--- config.mk ---
export PLATFORM = sky130hd
export DESIGN_NAME = cdb_writeback
export DESIGN_NICKNAME = d
export VERILOG_FILES = /design/src/rtl/tomasulo_pkg.sv /design/src/rtl/cdb_arbiter.sv /design/src/rtl/cdb_writeback.sv
export SDC_FILE = /design/constraint.sdc
export NUM_CORES = 1
export LEC_CHECK = 0
export ABC_CLOCK_PERIOD_IN_PS = 5300
export BUFFER_PORTS_ARGS = -buffer_cell sky130_fd_sc_hd__buf_2
export CORE_ASPECT_RATIO = 1.2
export CORE_UTILIZATION = 55
export DETAILED_ROUTE_END_ITERATION = 12
export GPL_TIMING_DRIVEN = 1
export PLACE_DENSITY_LB_ADDON = 0.15
export SYNTH_ARGS = -nofsm -noshare
export SYNTH_HDL_FRONTEND = slang
export SYNTH_SLANG_ARGS = --single-unit
--- constraint.sdc ---
create_clock -name clk -period 5.3 [get_ports clk]
set_clock_uncertainty 0.2 [all_clocks]
set_input_delay 0 -clock clk [delete_from_list [all_inputs] [get_ports clk]]
set_output_delay 0 -clock clk [all_outputs]
set_load 0.05 [all_outputs]
--- src/rtl/tomasulo_pkg.sv ---
// Shared Tomasulo constants: widths, FU port indices, station encoding.
// Used by cdb_writeback and cdb_arbiter (optional macro CDB_RR_EN).
package tomasulo_pkg;

  localparam int DATA_W = 16;
  localparam int TAG_W  = 3;
  localparam int NUM_FU = 3;

  localparam int FU_F0 = 0;
  localparam int FU_F1 = 1;
  localparam int FU_F3 = 2;

  localparam int   STN_BIT = TAG_W - 1;
  localparam logic STN_ADD = 1'b0;
  localparam logic STN_MUL = 1'b1;

  typedef enum logic {
    IDLE = 1'b0,
    ARB  = 1'b1
  } arb_state_e;

endpackage

--- src/rtl/cdb_arbiter.sv ---
// One-hot CDB grant over occupied holding buffers.
// CDB_RR_EN: round-robin with pointer; otherwise fixed F3 > F0 > F1.
module cdb_arbiter
  import tomasulo_pkg::*;
#(
  parameter int NUM_FU = tomasulo_pkg::NUM_FU
) (
`ifdef CDB_RR_EN
  input  logic              clk,
  input  logic              rst,
`endif
  input  logic [NUM_FU-1:0] occupied,
  output logic [NUM_FU-1:0] grant
);

`ifdef CDB_RR_EN
  localparam int PTR_W = (NUM_FU > 1) ? $clog2(NUM_FU) : 1;

  logic [PTR_W-1:0] ptr;
  logic             found;

  function automatic int rr_idx(input int base, input int k);
    int s;
    s = base + k;
    return (s >= NUM_FU) ? s - NUM_FU : s;
  endfunction

  // first occupied buffer at or after the pointer wins
  always_comb begin
    grant = '0;
    found = 1'b0;
    for (int k = 0; k < NUM_FU; k++) begin
      if (!found && occupied[rr_idx(int'(ptr), k)]) begin
        grant[rr_idx(int'(ptr), k)] = 1'b1;
        found = 1'b1;
      end
    end
  end

  // pointer moves just past the last winner
  always_ff @(posedge clk) begin
    if (rst) begin
      ptr <= '0;
    end else begin
      for (int p = 0; p < NUM_FU; p++) begin
        if (grant[p]) begin
          ptr <= (p == NUM_FU - 1) ? '0 : PTR_W'(p + 1);
        end
      end
    end
  end
`else
  logic found;

  // F3 first, then the remaining ports in ascending order
  always_comb begin
    grant = '0;
    found = 1'b0;
    if (occupied[FU_F3]) begin
      grant[FU_F3] = 1'b1;
      found = 1'b1;
    end
    for (int i = 0; i < NUM_FU; i++) begin
      if (i != FU_F3 && !found && occupied[i]) begin
        grant[i] = 1'b1;
        found = 1'b1;
      end
    end
  end
`endif

endmodule

--- src/rtl/cdb_writeback.sv ---
// Per-FU holding buffers feeding a registered common data bus.
// Arbitration order selected by macro CDB_RR_EN (see cdb_arbiter).
module cdb_writeback
  import tomasulo_pkg::*;
#(
  parameter int DATA_W = tomasulo_pkg::DATA_W,
  parameter int TAG_W  = tomasulo_pkg::TAG_W,
  parameter int NUM_FU = tomasulo_pkg::NUM_FU
) (
  input  logic                     clk,
  input  logic                     rst,
  input  logic [NUM_FU-1:0]        fu_valid,
  input  logic [NUM_FU*TAG_W-1:0]  fu_tag,
  input  logic [NUM_FU*DATA_W-1:0] fu_value,
  output logic [NUM_FU-1:0]        fu_ready,
  output logic                     cdb_valid,
  output logic [TAG_W-1:0]         cdb_tag,
  output logic [DATA_W-1:0]        cdb_value,
  output logic [1:0]               cdb_fu
);

  logic [NUM_FU-1:0] buf_valid;
  logic [TAG_W-1:0]  buf_tag   [NUM_FU];
  logic [DATA_W-1:0] buf_value [NUM_FU];

  logic [NUM_FU-1:0] arb_grant;
  logic [NUM_FU-1:0] grant;
  logic [NUM_FU-1:0] load;
  logic [NUM_FU-1:0] occ_next;

  logic [1:0]        grant_idx;
  logic [TAG_W-1:0]  grant_tag;
  logic [DATA_W-1:0] grant_value;

  arb_state_e state;
  arb_state_e state_next;

  cdb_arbiter #(
    .NUM_FU   (NUM_FU)
  ) u_arb (
`ifdef CDB_RR_EN
    .clk      (clk),
    .rst      (rst),
`endif
    .occupied (buf_valid),
    .grant    (arb_grant)
  );

  // a slot accepts when empty or when it drains this cycle
  always_comb begin
    grant    = (state == ARB) ? arb_grant : '0;
    fu_ready = ~buf_valid | grant;
    load     = fu_valid & fu_ready;
    occ_next = (buf_valid & ~grant) | load;
  end

  // select the winning buffer's contents for the bus register
  always_comb begin
    grant_idx   = '0;
    grant_tag   = '0;
    grant_value = '0;
    for (int p = 0; p < NUM_FU; p++) begin
      if (grant[p]) begin
        grant_idx   = 2'(p);
        grant_tag   = buf_tag[p];
        grant_value = buf_value[p];
      end
    end
  end

  // IDLE while nothing is buffered, ARB otherwise
  always_comb begin
    state_next = state;
    unique case (state)
      IDLE: if (|load)     state_next = ARB;
      ARB:  if (~|occ_next) state_next = IDLE;
      default:             state_next = IDLE;
    endcase
  end

  // arbiter state register
  always_ff @(posedge clk) begin
    if (rst) state <= IDLE;
    else     state <= state_next;
  end

  // load wins over drain so a reloaded slot stays full
  always_ff @(posedge clk) begin
    if (rst) begin
      buf_valid <= '0;
    end else begin
      for (int p = 0; p < NUM_FU; p++) begin
        if (load[p])       buf_valid[p] <= 1'b1;
        else if (grant[p]) buf_valid[p] <= 1'b0;
      end
    end
  end

  // payload capture; contents are don't-care while the slot is empty
  always_ff @(posedge clk) begin
    for (int p = 0; p < NUM_FU; p++) begin
      if (load[p]) begin
        buf_tag[p]   <= fu_tag[p*TAG_W +: TAG_W];
        buf_value[p] <= fu_value[p*DATA_W +: DATA_W];
      end
    end
  end

  // bus register: strobe per grant, payload held between grants
  always_ff @(posedge clk) begin
    if (rst) begin
      cdb_valid <= 1'b0;
      cdb_tag   <= '0;
      cdb_value <= '0;
      cdb_fu    <= '0;
    end else begin
      cdb_valid <= |grant;
      if (|grant) begin
        cdb_tag   <= grant_tag;
        cdb_value <= grant_value;
        cdb_fu    <= grant_idx;
      end
    end
  end

endmodule

# --- Yosys cells after proc, flatten, opt, wreduce, memory -nomap -nowiden ---
# Memories as Yosys holds them, arrays and structs flattened.
# Index checks and enable logic that the tools add are counted.
# W data, S select, Z words.
op_classes:
  n_mux: 28
  bitwise: 7
  n_reduce_logical: 10
op_table:
  columns: ["operator", "n"]
  rows:
  - ["$mux W16", 3]
  - ["$mux W1", 19]
  - ["$mux W3", 4]
  - ["$reduce_or A3 Y1", 3]
  - ["$and A3 B3 Y3", 2]
  - ["$not A3 Y3", 2]
  - ["$or A3 B3 Y3", 2]
  - ["$reduce_bool A2 Y1", 3]
  - ["$logic_and A1 B1 Y1", 2]
  - ["$logic_not A1 Y1", 2]
  - ["$mux W2", 1]
  - ["$pmux W1 S2", 1]
  - ["$not A1 Y1", 1]
word_totals:
  register_bits: 26
  mem_bits_rw: 57
  inputBits: 62
  output_inout_bits: 25
  word_cells: 55
  mem_count: 2
memory_table:
  columns: ["memory", "depth", "word_bits", "rd", "rd_clocked_by_memory_dff", "write_ports", "line", "rtl"]
  rows:
  - ["buf_value", 3, 16, 3, 0, 3, "cdb_writeback.sv:24", "logic [DATA_W-1:0] buf_value [NUM_FU];"]
  - ["buf_tag", 3, 3, 3, 0, 3, "cdb_writeback.sv:23", "logic [TAG_W-1:0] buf_tag [NUM_FU];"]

# --- Longest topological paths before layout ---
# Gate-level depths: netlist (run 1).
depth:
  depth_word: 14
  mapped_depth: 5
  depth_no_buf: 3

# --- Modules after synthesis ---
# A second synthesis (run 1) with hierarchy kept.
hier_totals:
  cells_unflattened: 252
  hier_area_um2: 3325.7
modules_own_cells:
  columns: ["module", "instances", "cells_per_inst", "area_each_um2", "seq_area_each_um2"]
  rows:
  - ["cdb_writeback", 1, 249, 3299.4, 2232.1]
  - ["cdb_arbiter", 1, 3, 26.3, 0.0]

# --- Least setup slack after synthesis (run 1) ---
# Ideal clock, no wire load.
synth_path:
  path_type: "register to register"
  start: "register buf_valid[0]"
  end: "memory buf_tag[1][0] (netlist: buf_tag[0][3]), enable pin"
  setup_time_ps: 377
  t_arrival_ps: 2063
  required_time_ps: 4723
  setup_slack_ps: 2659
  stages_incl_launch_ff: 5
  n_path_buf: 2
  period_less_slack_ps: 2641
  path_cell_list: "dfxtp_1 buf_6 buf_2 o31ai_2 and2_1"
synth_lines:
  columns: ["item", "line", "rtl"]
  rows:
  - ["start: declaration", "cdb_writeback.sv:22", "logic [NUM_FU-1:0] buf_valid;"]
  - ["start signal: assignment", "cdb_writeback.sv:90", "buf_valid <= '0;"]
  - ["start signal: indexed assignment", "cdb_writeback.sv:93", "if (load[p]) buf_valid[p] <= 1'b1;"]
  - ["start signal: indexed assignment", "cdb_writeback.sv:94", "else if (grant[p]) buf_valid[p] <= 1'b0;"]
  - ["end: declaration", "cdb_writeback.sv:23", null]

# --- Worst setup path after layout (run 1) ---
layout_path:
  start: "register state"
  end: "register state"
layout_between:
  elab_chain_len: 7
  elab_cells_between_ends: 12
  cone_classes: "4 x mux; 6 x bitwise; 2 x reduce/logical"
layout_lines:
  columns: ["item", "line", "rtl"]
  rows:
  - ["start: declaration", "cdb_writeback.sv:35", "arb_state_e state;"]
  - ["start signal: assignment", "cdb_writeback.sv:84", "else state <= state_next;"]
  - ["$mux W3 *", "cdb_writeback.sv:51", "grant = (state == ARB) ? arb_grant : '0;"]
  - ["$or A3 B3 Y3 *", "cdb_writeback.sv:52", "fu_ready = ~buf_valid | grant;"]
  - ["$and A3 B3 Y3 *", "cdb_writeback.sv:53", "load = fu_valid & fu_ready;"]
  - ["net load[0]", "cdb_writeback.sv:28", "logic [NUM_FU-1:0] load;"]
  - ["$or A3 B3 Y3", "cdb_writeback.sv:54", "occ_next = (buf_valid & ~grant) | load;"]
  - ["$reduce_or A3 Y1", "cdb_writeback.sv:76", "ARB: if (~|occ_next) state_next = IDLE;"]
  - ["$mux W1", "cdb_writeback.sv:76", null]
  - ["$pmux W1 S2 *", "cdb_writeback.sv:74", "unique case (state)"]
# The timed path passes the listed nets; every way through them passes the cells marked *.
# A chain may end at the register's enable or synchronous reset.

==> results of run 1 <==
[layout make-up]
class,count,area share [%]
clock buffer,10,2.90
sequential,83,50.7
clock inverter,6,1.82
inverter,5,0.426
multi-input combinational,139,18.0
tap,62,1.76
timing repair buffer,151,24.5
[state kept, by name, summed over array words and instances, names as in the netlist]
signal	cells
buf_tag	9
buf_valid	3
buf_value	48
cdb_fu	2
cdb_tag	3
cdb_valid	1
cdb_value	16
state	1
[per-stage QoR]
step	util (%)	instances
after floorplan	-	245
after global placement	66.3	376
after detailed placement	66.3	376
after CTS	82.1	456
after global routing	82.1	456
final	82.1	456
[synth_stat cells]
cell type and instances:
o21a_1 1, dfxtp_1 26, nand2b_1 3, edfxtp_1 57, buf_2 9, o21ai_1 2, inv_2 1, o31ai_2 2
clkbuf_1 6, buf_6 3, maj3_2 1, o311a_1 1, nor2_1 3, o2111ai_1 1, a31oi_1 19, a21oi_1 7
nand2_1 59, inv_1 4, and2_1 2, a21o_1 19, nand3b_1 19
[layout by cell type (no fill, tap or decap)]
| cell type | netlist | layout |
|---|---|---|
| buf_2 | 9 | 86 |
| buf_4 | 0 | 1 |
| a21o_1 | 19 | 19 |
| and2_1 | 2 | 2 |
| nand2_1 | 59 | 59 |
| o2111ai_1 | 1 | 1 |
| clkbuf_1 | 6 | 1 |
| dfxtp_1 | 26 | 26 |
| a21oi_2 | 0 | 2 |
| inv_1 | 4 | 4 |
| nand3b_1 | 19 | 19 |
| o21ai_1 | 2 | 2 |
| a31oi_1 | 19 | 19 |
| clkbuf_8 | 0 | 9 |
| o311a_1 | 1 | 1 |
| o31ai_4 | 0 | 1 |
| dlygate4sd3_1 | 0 | 64 |
| clkinv_1 | 0 | 2 |
| a21oi_1 | 7 | 5 |
| nor2_1 | 3 | 3 |
| o21a_1 | 1 | 1 |
| inv_2 | 1 | 1 |
| maj3_2 | 1 | 1 |
| clkinvlp_4 | 0 | 1 |
| clkinv_2 | 0 | 1 |
| nand2b_1 | 3 | 3 |
| edfxtp_1 | 57 | 57 |
| o31ai_2 | 2 | 1 |
| bufinv_16 | 0 | 2 |
[worst max-delay path, cell delays in order (launching register included)]
cell	delay, ns
dfxtp_1	0.49
nand2b_1	0.54
a21oi_2	1.14
o311a_1	0.29
dlygate4sd3_1	0.57
[metal layers]
layer | vias up | track usage, % | wire [um] | part of all wire [%]
met1 | 1150 | 32.4 | 3000 | 39
li1 | 1162 | - | - | -
met2 | 78 | 47.9 | 4280 | 56
met4 | 0 | 13.8 | 104 | 1.4
met5 | - | 0 | 0 | 0
met3 | 11 | 4.68 | 323 | 4.2
[power by group through the flow]
stage | clock network, W | logic, W | registers (W)
finish | 0.000480 | 0.000207 | 0.000767
global route | 0.000510 | 0.000221 | 0.000772
CTS | 0.000482 | 0.000204 | 0.000766
detailed placement | 0 | 0.000166 | 0.000780
global placement | 0 | 0.000163 | 0.000778
floorplan | 0 | 0.0000789 | 0.000812
[final timing paths]
check,from,end,slack [ns],depth (start not counted)
setup / recovery,state,state,2.01,4
hold / removal,fu_value[24],buf_value[0][24],0.15,2
setup reg to reg,state,state,2.01,4
hold reg to reg,cdb_tag[0],cdb_tag[0],0.28,2
[cells by family (layout without fill, tap and decap cells)]
kind of cell | Yosys count | after routing
and+or+nand+nor | 86 | 86
adders and majority gates | 1 | 1
buffers and inverters | 23 | 172
DFF | 83 | 83
AOI/OAI and AO/OA | 52 | 52
==> results.toml, run 1 <==
[timing]
period_share_pct = 62.1
whs_ns = 0.155
setup_slack_ns = 2.01
tightest_slew_ns = 1.33
setup_viol = 0
rsz0062_at_grt = "false"
fmax_ghz = 0.304
relSlewSlack_pct = 11.5
final-hold-violation-count = 0
maxSlewViolCount = 0
post-route-min-period_ns = 3.29
tns_ns = 0

[finish]
finalNetCount = 451
regArea_um2 = 2230
antennaDiodeCount = 0
fillCellCount = 315
final_area_um2 = 4410
drive_above_1_share_pct = 26.9
multiInputGateArea_um2 = 792
syn_to_final_growth_pct = 40.9

[global_route]
antenna_found_initial = 0
overflow = 0
grt.total_usage_pct = 27.4
grt_pass1_wl_um = 12000
grt_pass1_vias = 2509
grt_start_max_net_pins = 30

[worst_setup_path]
path_class = "flop to flop"
worstSetupEndpointType = "flop"
path_max_fanout = 21
startpoint_type = "flop"
required_ns = 5.39
cp.arrival_ns = 3.38

[route]
drcViolationCount = 0
drt_wl_total_um = 7700
routed_via_density = 5.27
detail_route.first_pass.iterations = 6
drt-initial-drc-count = 169
wl_per_cell_um = 16.9
vias = 2401
ant_nets = 0

[power]
p_int_w = 0.00109
p_switching_w = 0.000367
p_comb_share_pct = 14.3
switching_share_pct = 25.3
powerDensity_nw_per_um2 = 330
power_w = 0.00145
seqPwrFrac_pct = 52.8
max-vdd-ir-drop_v = 0.000251
power_frac_clock_pct = 33.0
cellLeakagePower_nw = 1.73

[clocking]
root_buffer = "clkbuf_8"
cts_made_buffers = 9
path_clk_slew_ns = 0.08
postCtsSetupBuffers = 0
cts_hold_buf = 64
cts.path.max_buffers = 2
worstSkewPairLatency_ns = 0.34
clkSinkCount = 83
cts_tree = "built"
cts-resized-gates = 0
htree_levels = 3

[logic_synthesis]
ys_types = 21
synthSimpleGateAreaFrac_pct = 13.0
synth_warnings = 0
synthAdderAreaFrac_pct = 0.360
muxShareOfSynthArea_pct = 0
ys_seq_area_share_pct = 71.4
synth_xor_area_share_pct = 0
synth_top_family_by_area = "simple AND/OR/NAND/NOR gates"
synth_top_area_share_pct = 54.7
synth.area.top_cells = "edfxtp_1 55%, dfxtp_1 17%, nand2_1 7.1%"
synthesis.area_um2 = 3130
avgSynthCellArea_um2 = 12.8
netlist_instances = 245
ys_ff_latch = 83
synth_nets = 307
synth_compound_area_share_pct = 11.4
synth_top_cell_by_area = "edfxtp_1"

[place]
gp_congestion = 0.794
dp_hpwl_um = 3930
pre_cts_ws_ns = 2.59
portBuffers = 86
placed_cell_area_um2 = 3560

[die]
start_util_pct = 58.2
fp.dieW_um = 70.8
coreArea_um2 = 5370
die_y_um = 84.6
pin_count = 87
dieArea_um2 = 5990
num_rows = 29

[hold_path]
min_path_type = "input pin to flop"

[run]
drv_cap = 0

[status]
status = "finished clean"
Power figures use the tool's default switching activity.
==> run 2, diff against run 1 <==
--- a/config.mk
+++ b/config.mk
@@ -5,10 +5,10 @@
 export SDC_FILE = /design/constraint.sdc
 export NUM_CORES = 1
 export LEC_CHECK = 0
-export ABC_CLOCK_PERIOD_IN_PS = 5300
+export ABC_CLOCK_PERIOD_IN_PS = 2840
 export BUFFER_PORTS_ARGS = -buffer_cell sky130_fd_sc_hd__buf_2
 export CORE_ASPECT_RATIO = 1.2
-export CORE_UTILIZATION = 55
+export CORE_UTILIZATION = 46
 export DETAILED_ROUTE_END_ITERATION = 12
 export GPL_TIMING_DRIVEN = 1
 export PLACE_DENSITY_LB_ADDON = 0.15
==> constraint.sdc (replaced) <==
create_clock -name clk -period 2.84 [get_ports clk]
set_clock_uncertainty 0.2 [all_clocks]
set_input_delay 0 -clock clk [delete_from_list [all_inputs] [get_ports clk]]
set_output_delay 0 -clock clk [all_outputs]
set_load 0.05 [all_outputs]
==> run 2 against run 1 <==
First-iteration DRC count fell by 14%. Design area rose by 1.2%. Sequential cell count unchanged. Clock-buffer cell count is 4 higher. Clock power up 71%. Sequential share of layout area decreased by 0.61 points. Fmax rose by 60%. Critical path depth grew 1. Largest cell class unchanged.
==> results.toml, run 2 (synthesis results as in run 1) <==
[status]
status = "finished clean"

[finish]
reg.largest.list = "buf_value: 48 flops, cdb_value: 16 flops, buf_tag: 9 flops"
syn_to_final_growth_pct = 42.6
finalNetCount = 457
fin_util_pct = 68.8
largest_reg_flops = 48
antennaDiodeCount = 0
top_register = "buf_value"
most-common-layout-cells = "86 x buf_2, 64 x dlygate4sd3_1, 59 x nand2_1, 57 x edfxtp_1, 26 x dfxtp_1"
final_common_cell = "buf_2"
multiInputGateArea_um2 = 792
fillCellCount = 517
regArea_um2 = 2230
drive_above_1_share_pct = 27.8

[route]
routed_via_density = 4.96
drt-initial-drc-count = 145
vias = 2405
drt_wl_total_um = 7400
drcViolationCount = 0
ant_nets = 0
wl_per_cell_um = 15.3
detail_route.first_pass.iterations = 4

[worst_setup_path]
path_max_fanout = 20
required_ns = 2.92
path_class = "flop to flop"
worstSetupEndpointType = "flop"
r2r_cells = 5
crit_slowest_cell = "dlygate4sd3_1"
max_stage_delay_ns = 0.56
crit_chain = "nand2b_1 > buf_4 > nand2_1 > a21oi_1 > dlygate4sd3_1"
startpoint_type = "flop"
cp.arrival_ns = 2.13

[timing]
final-hold-violation-count = 0
period_share_pct = 72.2
setup_slack_ns = 0.791
whs_ns = 0.158
post-route-min-period_ns = 2.05
setup_viol = 0
relSlewSlack_pct = 37.4
fmax_ghz = 0.488
tightest_slew_ns = 0.939
tns_ns = 0
rsz0062_at_grt = "false"
maxSlewViolCount = 0

[clocking]
cts-resized-gates = 0
postCtsSetupBuffers = 0
root_buffer = "clkbuf_8"
path_clk_slew_ns = 0.08
cts_tree = "built"
worstSkewPairLatency_ns = 0.34
cts_made_buffers = 9
cts.path.max_buffers = 2
cts_hold_buf = 64
clkSinkCount = 83
htree_levels = 3

[power]
powerDensity_nw_per_um2 = 592
power_w = 0.00264
max-vdd-ir-drop_v = 0.000370
cellLeakagePower_nw = 1.75

[global_route]
grt_pass1_vias = 2487
grt_start_max_net_pins = 29
grt_use_met1_pct = 27.1
antenna_found_initial = 0
overflow = 0
grt_use_met3_pct = 4.73
grt_pass1_wl_um = 11900
grt.total_usage_pct = 22.8
grt_use_met2_pct = 40.1
grt_busiest_layer = "met2"

[hold_path]
min_path_type = "input pin to flop"
holdPathStages = 2

[place]
pre_cts_ws_ns = 0.806
gp_congestion = 0.752
portBuffers = 86
dp_hpwl_um = 4240

[die]
coreArea_um2 = 6490
die_y_um = 92.3
num_rows = 32
pin_count = 87
dieArea_um2 = 7130
start_util_pct = 48.2
fp.dieW_um = 77.3

[run]
drv_cap = 0
## run 2: cell count changes in the layout (fill, tap and decap cells not counted), sizes merged
cell / change
buf: +6
bufinv: -1
clkbuf: +4
clkinv: -2
clkinvlp: -1
## run 2: worst max-delay path: cells and delay by family (launching register included)
| family | cells | cell delay (ns) |
|---|---|---|
| and+or+nand+nor | 2 | 0.29 |
| AOI/OAI and AO/OA | 1 | 0.14 |
| DFF | 1 | 0.52 |
| buffers and inverters | 2 | 0.83 |
## run 2: final cells by class
type	instances	area share, %
Tap cell	85	2.38
Inverter	5	0.421
Clock inverter	2	0.785
Clock buffer	14	3.42
Sequential cell	83	50.0
Timing Repair Buffer	157	25.2
Multi-Input combinational cell	139	17.8
## run 2: power breakdown
group          switching (W)  total, W  leakage, nW  internal (W)
logic               0.000239  0.000400        0.896      0.000162
clock network       0.000389  0.000820       0.0947      0.000431
registers          0.0000374   0.00142        0.761       0.00138
total               0.000665   0.00264         1.75       0.00198
## run 2: final timing paths
kind	from	end	slack, ns
min reg2reg	cdb_tag[1]	cdb_tag[1]	0.28
max	buf_valid[2]	buf_valid[0]	0.79
min	fu_value[3]	buf_value[0][3]	0.16
max reg2reg	buf_valid[2]	buf_valid[0]	0.79
## run 2: routing by layer
metal	vias up	share of wire, %
li1	1176	-
met4	0	1.8
met3	13	3.9
met2	63	53
met1	1153	41
met5	-	0
## run 2: stage by stage
stage                     cells  cell area (um^2)
after floorplan             245              3130
after global placement      405              3630
after detailed placement    405              3630
after CTS                   485              4460
after global routing        485              4460
final                       485              4460
